$ cat src/rtl/sys_ctrl_pkg.sv
// Shared definitions for the UART command system controller: command bytes,
// FSM state encoding and the fixed ALU operand addresses.
package sys_ctrl_pkg;

    // Command bytes that open a frame
    localparam logic [7:0] CMD_WRITE   = 8'hAA;
    localparam logic [7:0] CMD_READ    = 8'hBB;
    localparam logic [7:0] CMD_ALU_OP  = 8'hCC;
    localparam logic [7:0] CMD_ALU_NOP = 8'hDD;
    localparam logic [7:0] CMD_BURST   = 8'hEE;

    // RegFile locations that feed the ALU operands
    localparam int ALU_OP1_ADDR = 0;
    localparam int ALU_OP2_ADDR = 1;

    typedef enum logic [3:0] {
        S_CFG_WR,
        S_IDLE,
        S_WAIT_ADDR,
        S_WAIT_DATA,
        S_WRITE,
        S_READ,
        S_PUSH,
        S_WAIT_OP1,
        S_WR_OP1,
        S_WAIT_OP2,
        S_WR_OP2,
        S_WAIT_FUN,
        S_ALU_CALC,
        S_PUSH_LO,
        S_PUSH_HI,
        S_WAIT_CNT
    } state_e;

    // Which address-carrying command is in flight (steers WAIT_ADDR)
    typedef enum logic [1:0] {
        OP_WRITE,
        OP_READ,
        OP_BURST
    } op_e;

endpackage

$ cat src/rtl/sys_ctrl_burst_frame_timer.sv
// Inter-byte idle counter: cleared on demand, counts while enabled and
// saturates at the timeout value, where it flags expiry.
module frame_timer #(
    parameter int TO_WIDTH       = 10,
    parameter int TIMEOUT_CYCLES = 1023
) (
    input  logic clk,
    input  logic rst_n,
    input  logic clr_i,
    input  logic en_i,
    output logic expired_o
);

    logic [TO_WIDTH-1:0] cnt_q;

    assign expired_o = (cnt_q == TO_WIDTH'(TIMEOUT_CYCLES));

    // Idle-cycle counter, held at the expiry value until cleared
    always_ff @(posedge clk or negedge rst_n) begin
        // NOTE: sequential state uses non-blocking assignments so every flop samples pre-edge values.
        if (!rst_n) begin
            cnt_q <= '0;
        end else if (clr_i) begin
            cnt_q <= '0;
        end else if (en_i && !expired_o) begin
            cnt_q <= cnt_q + TO_WIDTH'(1);
        end
    end

endmodule

$ cat src/rtl/sys_ctrl_burst.sv
// UART command system controller: decodes framed command bytes and drives
// RegFile writes/reads, the ALU and pushes into the TX FIFO, with burst
// reads, an inter-byte frame timeout and FIFO-full-safe pushes.
module sys_ctrl_burst
    import sys_ctrl_pkg::*;
#(
    parameter int DATA_WIDTH     = 8,
    parameter int ADDR_WIDTH     = 4,
    parameter int ALU_FUN_WIDTH  = 4,
    parameter int CFG_ADDR       = 2,
    parameter int TIMEOUT_CYCLES = 1023,
    parameter int TO_WIDTH       = 10
) (
    input  logic                      i_CLK,
    input  logic                      i_RST,
    input  logic [DATA_WIDTH-1:0]     i_RX_P_DATA,
    input  logic                      i_RX_D_VLD,
    input  logic [DATA_WIDTH-1:0]     i_Cfg_Word,
    input  logic [DATA_WIDTH-1:0]     i_RdData,
    input  logic                      i_RdData_Valid,
    input  logic [2*DATA_WIDTH-1:0]   i_ALU_OUT,
    input  logic                      i_OUT_Valid,
    input  logic                      i_FIFO_FULL,
    output logic [ADDR_WIDTH-1:0]     o_Address,
    output logic [DATA_WIDTH-1:0]     o_WrData,
    output logic                      o_WrEn,
    output logic                      o_RdEn,
    output logic [ALU_FUN_WIDTH-1:0]  o_ALU_FUN,
    output logic                      o_ALU_EN,
    output logic                      o_CLK_EN,
    output logic [DATA_WIDTH-1:0]     o_FIFO_DATA,
    output logic                      o_WR_INC,
    output logic                      o_clk_div_en,
    output logic                      o_Busy,
    output logic                      o_Frame_Err
);

    state_e                     state_q, state_d;
    op_e                        op_q, op_d;
    logic [ADDR_WIDTH-1:0]      addr_q, addr_d;
    logic [DATA_WIDTH-1:0]      data_q, data_d;
    logic [DATA_WIDTH-1:0]      count_q, count_d;
    logic [ALU_FUN_WIDTH-1:0]   fun_q, fun_d;
    logic [2*DATA_WIDTH-1:0]    alu_q, alu_d;

    logic is_wait;
    logic to_expired;
    logic cmd_known;

    assign is_wait = state_q inside {S_WAIT_ADDR, S_WAIT_DATA, S_WAIT_OP1,
                                     S_WAIT_OP2, S_WAIT_FUN, S_WAIT_CNT};

    assign cmd_known = i_RX_P_DATA inside {DATA_WIDTH'(CMD_WRITE), DATA_WIDTH'(CMD_READ),
                                           DATA_WIDTH'(CMD_ALU_OP), DATA_WIDTH'(CMD_ALU_NOP),
                                           DATA_WIDTH'(CMD_BURST)};

    assign o_clk_div_en = 1'b1;

    // Timer restarts on every accepted byte and whenever no frame is pending
    frame_timer #(
        .TO_WIDTH       (TO_WIDTH),
        .TIMEOUT_CYCLES (TIMEOUT_CYCLES)
    ) u_frame_timer (
        .clk       (i_CLK),
        .rst_n     (i_RST),
        .clr_i     (!is_wait || i_RX_D_VLD),
        .en_i      (is_wait),
        .expired_o (to_expired)
    );

    // State and frame registers; reset aborts any frame and restarts at CFG_WR
    always_ff @(posedge i_CLK or negedge i_RST) begin
        if (!i_RST) begin
            state_q <= S_CFG_WR;
            op_q    <= OP_WRITE;
            addr_q  <= '0;
            data_q  <= '0;
            count_q <= '0;
            fun_q   <= '0;
            alu_q   <= '0;
        end else begin
            state_q <= state_d;
            op_q    <= op_d;
            addr_q  <= addr_d;
            data_q  <= data_d;
            count_q <= count_d;
            fun_q   <= fun_d;
            alu_q   <= alu_d;
        end
    end

    // Next-state and frame-capture logic
    always_comb begin
        // NOTE: every signal gets a default first so no path leaves one unassigned (no latches).
        state_d = state_q;
        op_d    = op_q;
        addr_d  = addr_q;
        data_d  = data_q;
        count_d = count_q;
        fun_d   = fun_q;
        alu_d   = alu_q;
        case (state_q)
            S_CFG_WR: state_d = S_IDLE;
            S_IDLE: begin
                if (i_RX_D_VLD) begin
                    if (i_RX_P_DATA == DATA_WIDTH'(CMD_WRITE)) begin
                        op_d    = OP_WRITE;
                        state_d = S_WAIT_ADDR;
                    end else if (i_RX_P_DATA == DATA_WIDTH'(CMD_READ)) begin
                        op_d    = OP_READ;
                        count_d = DATA_WIDTH'(1);
                        state_d = S_WAIT_ADDR;
                    end else if (i_RX_P_DATA == DATA_WIDTH'(CMD_BURST)) begin
                        op_d    = OP_BURST;
                        state_d = S_WAIT_ADDR;
                    end else if (i_RX_P_DATA == DATA_WIDTH'(CMD_ALU_OP)) begin
                        state_d = S_WAIT_OP1;
                    end else if (i_RX_P_DATA == DATA_WIDTH'(CMD_ALU_NOP)) begin
                        state_d = S_WAIT_FUN;
                    end
                end
            end
            S_WAIT_ADDR: begin
                if (i_RX_D_VLD) begin
                    addr_d = i_RX_P_DATA[ADDR_WIDTH-1:0];
                    case (op_q)
                        OP_WRITE: state_d = S_WAIT_DATA;
                        OP_READ:  state_d = S_READ;
                        default:  state_d = S_WAIT_CNT;
                    endcase
                end else if (to_expired) begin
                    state_d = S_IDLE;
                end
            end
            S_WAIT_DATA, S_WAIT_OP1, S_WAIT_OP2: begin
                if (i_RX_D_VLD) begin
                    data_d  = i_RX_P_DATA;
                    state_d = (state_q == S_WAIT_DATA) ? S_WRITE :
                              (state_q == S_WAIT_OP1)  ? S_WR_OP1 : S_WR_OP2;
                end else if (to_expired) begin
                    state_d = S_IDLE;
                end
            end
            S_WAIT_CNT: begin
                if (i_RX_D_VLD) begin
                    // A zero count still performs one read
                    count_d = (i_RX_P_DATA == '0) ? DATA_WIDTH'(1) : i_RX_P_DATA;
                    state_d = S_READ;
                end else if (to_expired) begin
                    state_d = S_IDLE;
                end
            end
            S_WAIT_FUN: begin
                if (i_RX_D_VLD) begin
                    fun_d   = i_RX_P_DATA[ALU_FUN_WIDTH-1:0];
                    state_d = S_ALU_CALC;
                end else if (to_expired) begin
                    state_d = S_IDLE;
                end
            end
            S_WRITE:  state_d = S_IDLE;
            S_WR_OP1: state_d = S_WAIT_OP2;
            S_WR_OP2: state_d = S_WAIT_FUN;
            S_READ: begin
                if (i_RdData_Valid) begin
                    data_d  = i_RdData;
                    state_d = S_PUSH;
                end
            end
            S_PUSH: begin
                if (!i_FIFO_FULL) begin
                    if (count_q > DATA_WIDTH'(1)) begin
                        count_d = count_q - DATA_WIDTH'(1);
                        addr_d  = addr_q + ADDR_WIDTH'(1);
                        state_d = S_READ;
                    end else begin
                        state_d = S_IDLE;
                    end
                end
            end
            S_ALU_CALC: begin
                if (i_OUT_Valid) begin
                    alu_d   = i_ALU_OUT;
                    state_d = S_PUSH_LO;
                end
            end
            S_PUSH_LO: if (!i_FIFO_FULL) state_d = S_PUSH_HI;
            S_PUSH_HI: if (!i_FIFO_FULL) state_d = S_IDLE;
            default:   state_d = S_IDLE;
        endcase
    end

    // Output decode; CFG_WR drives nothing while reset is still asserted
    always_comb begin
        o_Address   = '0;
        o_WrData    = '0;
        o_WrEn      = 1'b0;
        o_RdEn      = 1'b0;
        o_ALU_FUN   = '0;
        o_ALU_EN    = 1'b0;
        o_CLK_EN    = 1'b0;
        o_FIFO_DATA = '0;
        o_WR_INC    = 1'b0;
        o_Busy      = i_RST && (state_q != S_IDLE);
        o_Frame_Err = is_wait && to_expired && !i_RX_D_VLD;
        case (state_q)
            S_CFG_WR: begin
                if (i_RST) begin
                    o_WrEn    = 1'b1;
                    o_Address = ADDR_WIDTH'(CFG_ADDR);
                    o_WrData  = i_Cfg_Word;
                end
            end
            S_IDLE: o_Frame_Err = i_RX_D_VLD && !cmd_known;
            S_WRITE: begin
                o_WrEn    = 1'b1;
                o_Address = addr_q;
                o_WrData  = data_q;
            end
            S_WR_OP1: begin
                o_WrEn    = 1'b1;
                o_Address = ADDR_WIDTH'(ALU_OP1_ADDR);
                o_WrData  = data_q;
            end
            S_WR_OP2: begin
                o_WrEn    = 1'b1;
                o_Address = ADDR_WIDTH'(ALU_OP2_ADDR);
                o_WrData  = data_q;
            end
            S_READ: begin
                o_RdEn    = 1'b1;
                o_Address = addr_q;
            end
            S_ALU_CALC: begin
                o_ALU_EN  = 1'b1;
                o_CLK_EN  = 1'b1;
                o_ALU_FUN = fun_q;
            end
            S_PUSH: begin
                o_FIFO_DATA = data_q;
                o_WR_INC    = !i_FIFO_FULL;
            end
            S_PUSH_LO: begin
                o_FIFO_DATA = alu_q[DATA_WIDTH-1:0];
                o_WR_INC    = !i_FIFO_FULL;
            end
            S_PUSH_HI: begin
                o_FIFO_DATA = alu_q[2*DATA_WIDTH-1:DATA_WIDTH];
                o_WR_INC    = !i_FIFO_FULL;
            end
            default: ;
        endcase
    end

endmodule

$ cat config.mk
export PLATFORM = sky130hd
export DESIGN_NAME = sys_ctrl_burst
export DESIGN_NICKNAME = d
export VERILOG_FILES = /design/src/rtl/sys_ctrl_pkg.sv /design/src/rtl/sys_ctrl_burst_frame_timer.sv /design/src/rtl/sys_ctrl_burst.sv
export SDC_FILE = /design/constraint.sdc
export NUM_CORES = 1
export LEC_CHECK = 0
export ABC_AREA = 1
export BUFFER_PORTS_ARGS = -buffer_cell sky130_fd_sc_hd__clkbuf_2
export CAP_MARGIN = 30
export CORE_UTILIZATION = 55
export CTS_CLUSTER_SIZE = 16
export DETAILED_ROUTE_END_ITERATION = 8
export PLACE_DENSITY = 0.8
export SYNTH_ARGS = -nofsm -noshare
export SYNTH_HDL_FRONTEND = slang
export SYNTH_SLANG_ARGS = --single-unit
$ cat constraint.sdc
create_clock -name i_CLK -period 1.9 [get_ports i_CLK]
set_input_delay 0.38 -clock i_CLK [delete_from_list [all_inputs] [get_ports i_CLK]]
set_output_delay 0.38 -clock i_CLK [all_outputs]
set_load 0.01 [all_outputs]
==> flow_summary_export.csv <==
group,metric,value,unit
run_status,outcome,"complete, but fails checks",
run_status,failed_checks,"design-rule violations, negative setup slack",
synth,syn-cell-area,0.00370,sq mm
timing,hold_violations,0,
placement,dp_hpwl,7530,microns
timing,post-route-period-util,1.09,
detailed_routing,drcViolationCount,4,
floorplanning,fp.dieH,84.0,microns
pwr,power_density,1390,mW/mm^2
global_routing,antenna_found_initial,0,
synth,synth_compound_area_frac,0.142,
pwr,power.internal,3.64,mW
timing,finalClockSkew,0.00468,ns
clock_tree,cts_buffer_depth,2,
detailed_routing,wl,11200,microns
setup_path,cp-end-kind,"output pin",
timing,setup_violations,33,
synth,ys_ff_latch,56,
pwr,p_seq_frac,0.292,
timing,hold_ws,0.266,ns
detailed_routing,drt_iter0_markers,330,
clock_tree,cts_tree,"done",
floorplanning,rows,29,
clock_tree,path_clk_slew,0.11,ns
floorplanning,dieWidth,84.0,microns
setup_path,cp_max_fo,10,
floorplanning,dieArea,0.00705,sq mm
global_routing,grtUsageTotal,0.312,
synth,synth_top_family_by_area,"simple AND/OR/NAND/NOR gates",
timing,fmax,0.481,GHz
detailed_routing,dr.pass1.iters,8,
setup_path,start_kind,"flop",
pwr,ir_worst_vdd,842,uV
synth,synth_xor_area_frac,0.0237,
synth,synth_mux_area_frac,0.0487,
synth,synthCells,511,
pwr,combinationalPowerShare,0.602,
clock_tree,cts-buffers-inserted,5,
synth,yosys.area_share.adder,0.0135,
setup_path,rr_worst_depth,9,
setup_path,worstReg2RegStart,"state_q[0]",
final_layout,area_growth,34.5,%
pwr,p_sw_frac,0.473,
global_routing,first_global_vias,3822,
timing,slew_headroom,0.512,
floorplanning,ios,78,
pwr,switchingPower,3.26,mW
placement,preCtsSetupSlack,0.0739,ns
final_layout,fin_area,0.00497,sq mm
placement,dpl_cell_area,0.00433,sq mm
pwr,cellLeakagePower,2.60,nW
placement,gp_congestion,0.974,
timing,min_period,2.08,ns
floorplanning,start_util,0.575,
pwr,p_total,6.89,mW
synth,synth_seq_area_share,0.379,
global_routing,grt-ovfl-total,0,
synth,yosys_warnings,0,
timing,final_max_slew_viol_count,0,
timing,rsz0062_at_grt,"yes",
setup_path,arrival,1.70,ns
timing,worst_pin_slew,0.733,ns
clock_tree,clk_latency,0.33,ns
final_layout,nets,690,
final_layout,drive_gt1_frac,0.370,
global_routing,grt_start_max_net_pins,57,
detailed_routing,ant_nets,0,
clock_tree,clockRootBuffer,"clkbuf_8",
setup_path,reg2reg_to,"state_q[2]",
synth,syn-num-nets,561,
synth,synth_cell_type_count,33,
clock_tree,cts_sinks,56,
clock_tree,ctsHtreeMaxLevel,2,
setup_path,worstPathRequired,1.52,ns
min_path,worstHoldPathType,"in -> async",
synth,synth.avg_cell_area,7.23,sq um
timing,fin_tns_setup,-3.05,ns
setup_path,rrSetupSlack,-0.06,ns
timing,worst_slack,-0.180,ns
synth,yosys.area_share.simple,0.300,
floorplanning,core_region_area,0.00642,sq mm
clock_tree,cts.hold.buffers_added,0,
detailed_routing,wl_per_cell,15.6,microns
placement,io_buffers,76,
global_routing,grt_pass1_wl,17500,microns
detailed_routing,viasPerCell,5.62,
detailed_routing,dr_total_vias,4033,
setup_path,crit_type,"reg -> out",
pwr,p_clk_frac,0.106,
flow_run,drv_cap,0,
final_layout,antennaDiodeCount,0,
-- sequential cells by signal (all words and copies together), names as in the netlist --
signal and count:
addr_q 4, alu_q 16, u_frame_timer.cnt_q 10, count_q 8, op_q 2, state_q 4
fun_q 4, data_q 8
-- placed cells by master (no fill, tap or decap), types with 2 or more instances in the layout --
cell	count
buf_6	18
o21ai_1	11
clkbuf_8	5
buf_2	23
clkbuf_2	46
inv_2	7
xor2_1	3
a21oi_1	13
mux2_2	16
nand2_4	8
o22ai_2	3
nor2_4	14
dfrtp_1	52
buf_4	43
nand4_1	7
clkinvlp_4	4
o21ai_2	10
nor2_2	4
o21ai_0	43
xnor2_1	7
nor2_1	35
nand3_2	2
o22ai_1	3
inv_1	49
ha_1	3
nand2_8	2
nand2_1	134
dfrtp_2	4
nand2_2	9
inv_6	3
a21oi_2	3
o211ai_1	3
inv_4	7
nand3_1	36
-- cells in the mapped netlist --
library cell | number | area [sq um]
nor2_8 | 1 | 20.0
nand2_4 | 3 | 33.8
xor2_1 | 3 | 26.3
o22ai_1 | 7 | 43.8
nand3_1 | 37 | 185
a21oi_1 | 14 | 70.1
ha_1 | 4 | 50.1
buf_6 | 4 | 45.0
clkinv_2 | 1 | 5.00
nand3_2 | 1 | 10.0
inv_2 | 7 | 26.3
o211ai_1 | 3 | 22.5
nor2_1 | 47 | 176
nand2_2 | 6 | 37.5
buf_2 | 5 | 25.0
o21ai_1 | 8 | 40.0
nor3_1 | 1 | 5.00
conb_1 | 1 | 3.75
o31ai_1 | 1 | 7.51
o21ai_0 | 51 | 255
o21ai_2 | 6 | 52.6
a21boi_0 | 1 | 7.51
a21oi_2 | 2 | 17.5
nor2_2 | 2 | 12.5
xnor2_1 | 7 | 61.3
inv_1 | 57 | 214
dfrtp_1 | 56 | 1400
nor2_4 | 4 | 45.0
o311ai_0 | 1 | 8.76
nand2_1 | 144 | 541
mux2_2 | 16 | 180
buf_4 | 3 | 22.5
nand4_1 | 7 | 43.8
-- cell families after synthesis --
family                   count (synthesis)
multiplexers                            16
XOR/XNOR                                10
flip-flops                              56
AO/OA/AOI/OAI                           94
adder cells (fa/ha/maj)                  4
buffers and inverters                   77
AND/OR/NAND/NOR                        253
other                                    1
-- cell type report --
class,count,area [sq um]
Clock buffer,5,68.8
Clock inverter,3,25.0
Fill cell,436,1450
Inverter,65,270
Multi-Input combinational cell,378,2180
Sequential cell,56,1410
Tap cell,77,96.3
Timing Repair Buffer,132,906
Timing Repair inverter,2,15.0
-- repair_timing --
action	in CTS	in global routing
endpoints found under the setup margin	30	46
buffers inserted	12	13
pin swaps	9	13
cloned	0	2
resized for setup	52	84
-- worst max path at each step --
stage | startpoint | endpoint | slack (ns) | depth (start not counted)
finish | state_q[3] | o_WrData[7] | -0.18 | 6
global placement | state_q[2] | o_Frame_Err | 0.11 | 8
detailed placement | state_q[2] | o_Frame_Err | 0.07 | 8
CTS | state_q[3] | o_WrData[3] | -0.16 | 6
global route | state_q[3] | o_WrData[3] | -0.24 | 6
floorplan | state_q[1] | o_Frame_Err | 0.15 | 8
-- critical path, stage by stage, from the launching register on --
cell,delay [ns]
dfrtp_2,0.48
buf_6,0.15
nor2_4,0.11
nand4_1,0.15
buf_6,0.19
o21ai_2,0.13
buf_2,0.16
-- per-layer routing --
metal  global-route usage  vias up  wire (microns)
li1                     -     1919               -
met1                0.410     1883            4470
met2                0.506      191            5450
met3               0.0613       40             859
met4                0.127        0             444
met5                    0        -               0
-- power by group through the flow --
stage	clock (mW)	combinational (mW)	sequential, mW
2_1_floorplan	0	2.29	1.86
3_3_place_gp	0	3.07	1.95
3_5_place_dp	0	3.14	1.97
4_1_cts	0.728	3.60	1.96
5_1_grt	0.762	4.55	2.05
6_report	0.731	4.15	2.01
-- metrics by stage --
stage / instances / utilization
final: 718 / 0.774
after global routing: 718 / 0.774
after CTS: 703 / 0.727
after detailed placement: 683 / 0.673
after global placement: 683 / 0.673
after floorplan: 511 / -
Power figures use the tool's default switching activity.
